### src/rtl/nibble_mux_serializer.sv
// Feeds a 4:1 bit-select mux one word at a time and streams its q output as
// serial bits. Holds one word pending behind the word currently being shifted.
//   state | meaning
//   IDLE  | no word active; loads the pending word when one is present
//   SHIFT | bit of the active word offered on ser_bit/ser_valid
//   GAP   | idle spacing after a word's last bit
module nibble_mux_serializer #(
    parameter bit          MSB_FIRST  = 1'b0,
    parameter int unsigned GAP_CYCLES = 0,
    parameter int unsigned CNT_W      = 8
) (
    input  logic             clk,
    input  logic             rst_n,
    input  logic             in_valid,
    output logic             in_ready,
    input  logic [3:0]       in_data,
    output logic [3:0]       mux_d,
    output logic [1:0]       mux_select,
    input  logic             mux_q,
    output logic             ser_valid,
    input  logic             ser_ready,
    output logic             ser_bit,
    output logic             ser_last,
    output logic [CNT_W-1:0] word_count
);

    typedef enum logic [1:0] {
        IDLE  = 2'd0,
        SHIFT = 2'd1,
        GAP   = 2'd2
    } state_t;

    localparam logic [1:0] FIRST_SEL = MSB_FIRST ? 2'd3 : 2'd0;
    localparam logic [3:0] GAP_LOAD  = (GAP_CYCLES != 0) ? 4'(GAP_CYCLES - 1) : 4'd0;
    localparam bit         HAS_GAP   = (GAP_CYCLES != 0);

    state_t     state;
    logic       pend_valid;
    logic [3:0] pend_data;
    logic [1:0] bit_idx;
    logic [3:0] gap_cnt;
    logic       accept;
    logic       xfer;
    logic       word_done;
    logic       load_now;

    assign in_ready  = !pend_valid;
    assign accept    = in_valid && in_ready;
    assign ser_valid = (state == SHIFT);
    assign ser_bit   = mux_q;
    assign ser_last  = ser_valid && (bit_idx == 2'd3);
    assign xfer      = ser_valid && ser_ready;
    assign word_done = xfer && (bit_idx == 2'd3);

    // Every path that brings a new word into the mux register funnels through here.
    always_comb begin
        load_now = 1'b0;
        if (pend_valid) begin
            case (state)
                IDLE:    load_now = 1'b1;
                SHIFT:   load_now = word_done && !HAS_GAP;
                GAP:     load_now = (gap_cnt == 4'd0);
                default: load_now = 1'b0;
            endcase
        end
    end

    always_ff @(posedge clk or negedge rst_n) begin
        if (!rst_n) begin
            state      <= IDLE;
            pend_valid <= 1'b0;
            pend_data  <= 4'd0;
            mux_d      <= 4'd0;
            mux_select <= FIRST_SEL;
            bit_idx    <= 2'd0;
            gap_cnt    <= 4'd0;
            word_count <= '0;
        end else begin
            if (load_now) begin
                pend_valid <= 1'b0;
            end else if (accept) begin
                pend_valid <= 1'b1;
                pend_data  <= in_data;
            end

            if (word_done) begin
                word_count <= word_count + CNT_W'(1);
            end

            if (load_now) begin
                mux_d      <= pend_data;
                mux_select <= FIRST_SEL;
                bit_idx    <= 2'd0;
                state      <= SHIFT;
            end else begin
                case (state)
                    IDLE: state <= IDLE;
                    SHIFT: begin
                        if (xfer && (bit_idx != 2'd3)) begin
                            bit_idx    <= bit_idx + 2'd1;
                            mux_select <= MSB_FIRST ? (mux_select - 2'd1) : (mux_select + 2'd1);
                        end else if (word_done) begin
                            if (HAS_GAP) begin
                                gap_cnt <= GAP_LOAD;
                                state   <= GAP;
                            end else begin
                                state <= IDLE;
                            end
                        end
                    end
                    GAP: begin
                        if (gap_cnt == 4'd0) begin
                            state <= IDLE;
                        end else begin
                            gap_cnt <= gap_cnt - 4'd1;
                        end
                    end
                    default: state <= IDLE;
                endcase
            end
        end
    end

endmodule
### config.mk
export PLATFORM = sky130hd
export DESIGN_NAME = nibble_mux_serializer
export DESIGN_NICKNAME = d
export VERILOG_FILES = /design/src/rtl/nibble_mux_serializer.sv
export SDC_FILE = /design/constraint.sdc
export NUM_CORES = 1
export LEC_CHECK = 0
export ABC_AREA = 1
export CAP_MARGIN = 0
export CORE_MARGIN = 8
export CORE_UTILIZATION = 40
export DETAILED_ROUTE_END_ITERATION = 7
export GPL_TIMING_DRIVEN = 0
export PLACE_DENSITY_LB_ADDON = 0.3
export SYNTH_ARGS = -nofsm -noshare
export SYNTH_HDL_FRONTEND = slang
export SYNTH_SLANG_ARGS = --single-unit
### constraint.sdc
create_clock -name clk -period 3.9 [get_ports clk]
set_input_delay 0.78 -clock clk [delete_from_list [all_inputs] [get_ports clk]]
set_output_delay 0.78 -clock clk [all_outputs]
set_load 0.01 [all_outputs]
==> flow_summary.ini, run 1 <==
[routing]
route.detailed.drc = 0
drtAntennaViolNets = 0
routed_wl_um = 1850
drt-initial-drc-count = 17
via_count = 772
dr.pass1.iters = 5
wl_per_cell_um = 10.9
viasPerCell = 4.54

[die]
die_w_um = 65.9
ios = 27
fp-row-count = 18
die_h_um = 65.9
start_util_pct = 41.3
core_area_um2 = 2410
die_area_um2 = 4340

[power_and_ir_drop]
leakage_uw = 0.000683
p_comb_share_pct = 39.8
power.ir.vdd_worst_mv = 0.428
swShare_pct = 33.5
power_density_nw_per_um2 = 682
switchingPower_uw = 305
p_int_uw = 606
seq_power_share_pct = 41.4
clockPowerShare_pct = 18.8

[worst_setup_path]
reg2reg_from = bit_idx[0]
r2r_setup_slack_ps = 2520
critPathArrivalTime_ps = 1550
r2r-end = mux_select[1]
crit_type = flop to output pin
rr_worst_depth = 7
crit_fanout = 3
worstPathRequired_ps = 3120
crit_path_end_kind = output pin
cp-start-kind = flop

[sta]
min_period_over_period_pct = 59.8
max_slew.worst_pin.slew_ps = 980
tns_ps = 0
fin_crit_ps = 2330
relSlewSlack_pct = 34.5
report.final.slew_viol_count = 0
hold_viol = 0
setup_viol = 0
fmax_ghz = 0.429
rsz0062_at_grt = no
clock_skew_ps = 2.46

[synth]
yosysSeqAreaShare_pct = 55.3
async_reset_ff_share_pct = 100
synth_edf_count = 0
synthDistinctLibCells = 19
syn_inst = 111
ys_ff_latch = 22
avgSynthCellArea_um2 = 8.97
netlist_area_um2 = 996
synth_ff_type = dfrtp_1
synth_warnings = 0
synthesis.nets = 122

[place]
port_buffers = 25
place_inst = 166
gp_congestion = 0.711
dpl.hpwl_um = 1400

[clock_tree]
cts_tree = yes
cts.htree.levels = 1
cts_root_buffer = clkbuf_4
post-cts-setup-buffer-count = 0
cts_buffers = 3
cts.repair.resized = 0
hold_buffers = 0
insertion_delay_ps = 300
clock_path_buffers = 2
clk_pin_slew_ps = 120
clock-sinks = 22

[final_layout]
final_nets = 152
instances_no_fill = 170
antennaDiodeCount = 0
drive_above_1_share_pct = 9.29
syn_to_final_growth_pct = 34.2

[global_route]
grt_usage_pct = 9.63
grt_pass1_vias = 799
globalRouteOverflowTotal = 0
grt_pass1_wl_um = 3330
grt_start_max_net_pins = 23
antenna_found_initial = 0

[status]
status = finished, final reports clean

[hold_path]
hold_path_depth = 2
min_path_type = flop to flop
holdPathEnd = mux_d[3]
hold_start = pend_data[3]

[flow_run]
drv_cap = 0
-- registers in the layout, indices dropped and copies added, names as in the netlist --
signal,cells
pend_data,4
bit_idx,2
mux_d,4
state,1
word_count,8
pend_valid,1
mux_select,2
-- worst max-delay path by stage --
stage	startpoint	endpoint	cells after the start
2_1_floorplan	mux_q	ser_bit	1
6_report	bit_idx[0]	ser_last	4
3_5_place_dp	mux_q	ser_bit	2
5_1_grt	bit_idx[0]	ser_last	4
3_3_place_gp	mux_q	ser_bit	2
4_1_cts	bit_idx[0]	ser_last	4
-- placed cells by master, fill, tap and decap left out, drive strengths merged --
cell type / n
o21ai: 5
mux2: 1
clkbuf: 3
a21oi: 3
inv: 17
nand3: 8
dfrtp: 22
clkdlybuf4s50: 25
xor2: 4
nand4: 1
nand2: 33
nor2: 10
xnor2: 2
buf: 2
nor3: 1
bufinv: 1
ha: 2
-- cell type report --
type / instances / area (µm²)
Timing Repair Buffer: 25 / 250
Multi-Input combinational cell: 70 / 363
Fill cell: 223 / 1070
Sequential cell: 22 / 551
Tap cell: 30 / 37.5
Buffer: 2 / 18.8
Clock inverter: 1 / 30.0
Inverter: 17 / 63.8
Clock buffer: 3 / 22.5
-- per-stage QoR --
step                instance area (µm²)  total power (µW)  hold WS (ps)  setup WS (ps)  util [%]
floorplan                           996               576           436           2220         -
global placement                   1280               738           456           1740      53.3
detailed placement                 1280               751           468           1740      53.3
CTS                                1340               926           497           1550      55.5
global route                       1340               990           514           1470      55.5
finish                             1340               911           492           1570      55.5
-- cells in the mapped netlist, types with 2 or more instances --
master	number	area, µm²
nor2_1	9	33.8
o21ai_2	3	26.3
xor2_1	4	35.0
nand3_1	7	35.0
o21ai_0	2	10.0
a21oi_1	3	15.0
inv_1	17	63.8
ha_1	2	25.0
nand2_1	32	120
xnor2_1	2	17.5
dfrtp_1	22	551
-- per-layer routing --
metal	vias up	track usage, %	wire length [µm]
met3	0	6.10	197
met4	0	1.91	0
met5	-	0	0
met2	24	15.2	810
li1	400	-	-
met1	348	10.7	838
-- worst max-delay path: stages (launching register included) --
cell and delay [ps]:
dfrtp_1 390, ha_1 210, nand2_1 70, inv_1 50, clkdlybuf4s50_1 530
-- power by group through the flow --
stage	Sequential (µW)	Combinational (µW)	Clock [µW]
floorplan	397	179	0
global placement	380	358	0
detailed placement	383	369	0
CTS	378	372	177
global route	390	415	186
finish	377	363	171
-- logic make-up after synthesis --
logic type / count (synthesis) / synth area share, %
XOR/XNOR: 6 / 5.28
AND/OR/NAND/NOR: 53 / 22.4
buffers and inverters: 19 / 8.29
flip-flops: 22 / 55.3
adder cells (fa/ha/maj): 2 / 2.51
AO/OA/AOI/OAI: 8 / 5.15
multiplexers: 1 / 1.13
Power figures use the tool's default switching activity.
==> inputs of run 2 (changes only) <==
==> constraint.sdc (replaced) <==
create_clock -name clk -period 2.2 [get_ports clk]
set_input_delay 0.44 -clock clk [delete_from_list [all_inputs] [get_ports clk]]
set_output_delay 0.44 -clock clk [all_outputs]
set_load 0.01 [all_outputs]
==> results of run 2 <==
Same layout as run 1 (identical final DEF). Status: finished, final reports clean.
Among the figures that moved: setup slack after placement 1740 ps -> 452 ps; setup slack after layout 1570 ps -> 209 ps; register-to-register setup slack 2520 ps -> 820 ps; total power 911 µW -> 1620 µW; worst IR drop on VDD 0.428 mV -> 0.759 mV
==> inputs of run 3 (changes only) <==
--- a/config.mk
+++ b/config.mk
@@ -7,8 +7,10 @@
 export LEC_CHECK = 0
 export ABC_AREA = 1
 export CAP_MARGIN = 0
+export CELL_PAD_IN_SITES_DETAIL_PLACEMENT = 0
+export CELL_PAD_IN_SITES_GLOBAL_PLACEMENT = 1
 export CORE_MARGIN = 8
-export CORE_UTILIZATION = 40
+export CORE_UTILIZATION = 34
 export DETAILED_ROUTE_END_ITERATION = 7
 export GPL_TIMING_DRIVEN = 0
 export PLACE_DENSITY_LB_ADDON = 0.3
==> run 3 against run 2 <==
  * Combinational power hardly changed
  * Die area is 13% higher
  * Via count is 1.0% higher
  * Final cell count stayed put
  * Critical endpoint unchanged
  * Highest routed layer is now met4
  * Utilization is 8.4 points lower
  * Non-clock buffer count stayed put
  * Clock-buffer cell count stayed put
  * Final area is 2.2% lower
  * Largest power group unchanged
  * Sequential cell count stayed put
  * Power is 8.0% lower
  * Global-route usage is 1.3 points lower
  * Worst hold slack worse by 9.7 ps
==> flow_summary.ini, run 3 (same netlist as run 1, synthesis figures left out) <==
[hold_path]
holdPathEnd = mux_d[3]
min_path_type = flop to flop
hold_start = pend_data[3]
hold_path_depth = 2

[final_layout]
layout_common_cells = nand2_1, clkdlybuf4s50_1, dfrtp_1
final_nets = 152
antennaDiodeCount = 0
postLayoutCoreUtil_pct = 47.0
top_register = word_count
final_common_cell = nand2_1
drive_above_1_share_pct = 8.63
top_regs = word_count x8, mux_d x4, pend_data x4
syn_to_final_growth_pct = 31.3
largest_register_ffs = 8

[clock_tree]
clock-sinks = 22
cts_tree = yes
hold_buffers = 0
clock_path_buffers = 2
clk_pin_slew_ps = 110
insertion_delay_ps = 290
cts.repair.resized = 0
cts_buffers = 3
cts.htree.levels = 1
post-cts-setup-buffer-count = 0
cts_root_buffer = clkbuf_4

[sta]
min_period_over_period_pct = 90.0
fmax_ghz = 0.505
hold_viol = 0
fin_crit_ps = 1980
setup_viol = 0
max_slew.worst_pin.slew_ps = 982
clock_skew_ps = 2.80
rsz0062_at_grt = no
tns_ps = 0
report.final.slew_viol_count = 0
relSlewSlack_pct = 34.3

[global_route]
antenna_found_initial = 0
grt_pass1_wl_um = 3440
grt_usage_pct = 8.28
globalRouteOverflowTotal = 0
grt_start_max_net_pins = 23
grt_pass1_vias = 801

[routing]
drt-initial-drc-count = 30
routed_wl_um = 1930
wl_per_cell_um = 11.3
drtAntennaViolNets = 0
viasPerCell = 4.59
dr.pass1.iters = 4
route.detailed.drc = 0
via_count = 780

[worst_setup_path]
reg2reg_from = bit_idx[0]
critPathArrivalTime_ps = 1540
crit_type = flop to output pin
crit_path_end_kind = output pin
crit_fanout = 3
cp-startpoint = bit_idx[0]
r2r_setup_slack_ps = 790
r2r-end = mux_d[2]
rr_worst_depth = 7
cp-start-kind = flop
worstPathRequired_ps = 1760

[place]
dpl.hpwl_um = 1500
gp_congestion = 0.703
port_buffers = 25

[power_and_ir_drop]
power_density_nw_per_um2 = 1140
leakage_uw = 0.000669
power_uw = 1490
power.ir.vdd_worst_mv = 0.634

[die]
start_util_pct = 35.8
ios = 27
die_area_um2 = 4920
die_h_um = 70.1
core_area_um2 = 2780
die_w_um = 70.1
fp-row-count = 19

[status]
status = finished, final reports clean

[flow_run]
drv_cap = 0
==> run 3: how the worst max path moves through the flow <==
stage                           to  slack, ps
final                     ser_last        220
after floorplan           mux_d[0]        960
after detailed placement  mux_d[2]        420
after CTS                 ser_last        200
after global placement    mux_d[2]        450
after global routing      ser_last        150
==> run 3: report_power, final <==
group          internal (µW)  leakage (µW)  switching (µW)
clock network           63.7     0.0000138             110
logic                    333      0.000392             309
registers                557      0.000263             114
total                    954      0.000669             533
==> run 3: final cells by class <==
cell class,count,area [µm²]
timing repair buffer,25,250
clock buffer,3,22.5
multi-input combinational,70,363
fill,295,1470
inverter,17,63.8
sequential,22,551
buffer,2,18.8
tap,31,38.8
==> run 3: critical path: stages, from the launching register on <==
cell             delay (ps)
dfrtp_1                 400
ha_1                    210
nand2_1                  60
inv_1                    50
clkdlybuf4s50_1         520
==> run 3: through the flow <==
stage               hold WS, ps  area, µm²  cells  setup slack [ps]
floorplan                   144        996    111               961
global placement            457       1280    167               446
detailed placement          464       1280    167               423
CTS                         490       1310    170               201
global route                507       1310    170               152
finish                      482       1310    170               219
==> run 3: layer usage <==
metal	routed length [µm]	track usage, %	share of wire [%]	vias up
met2	902	12.6	47	17
met5	0	0	0	-
met4	11	3.79	0.57	0
li1	-	-	-	397
met1	841	9.70	44	364
met3	173	3.81	9.0	2
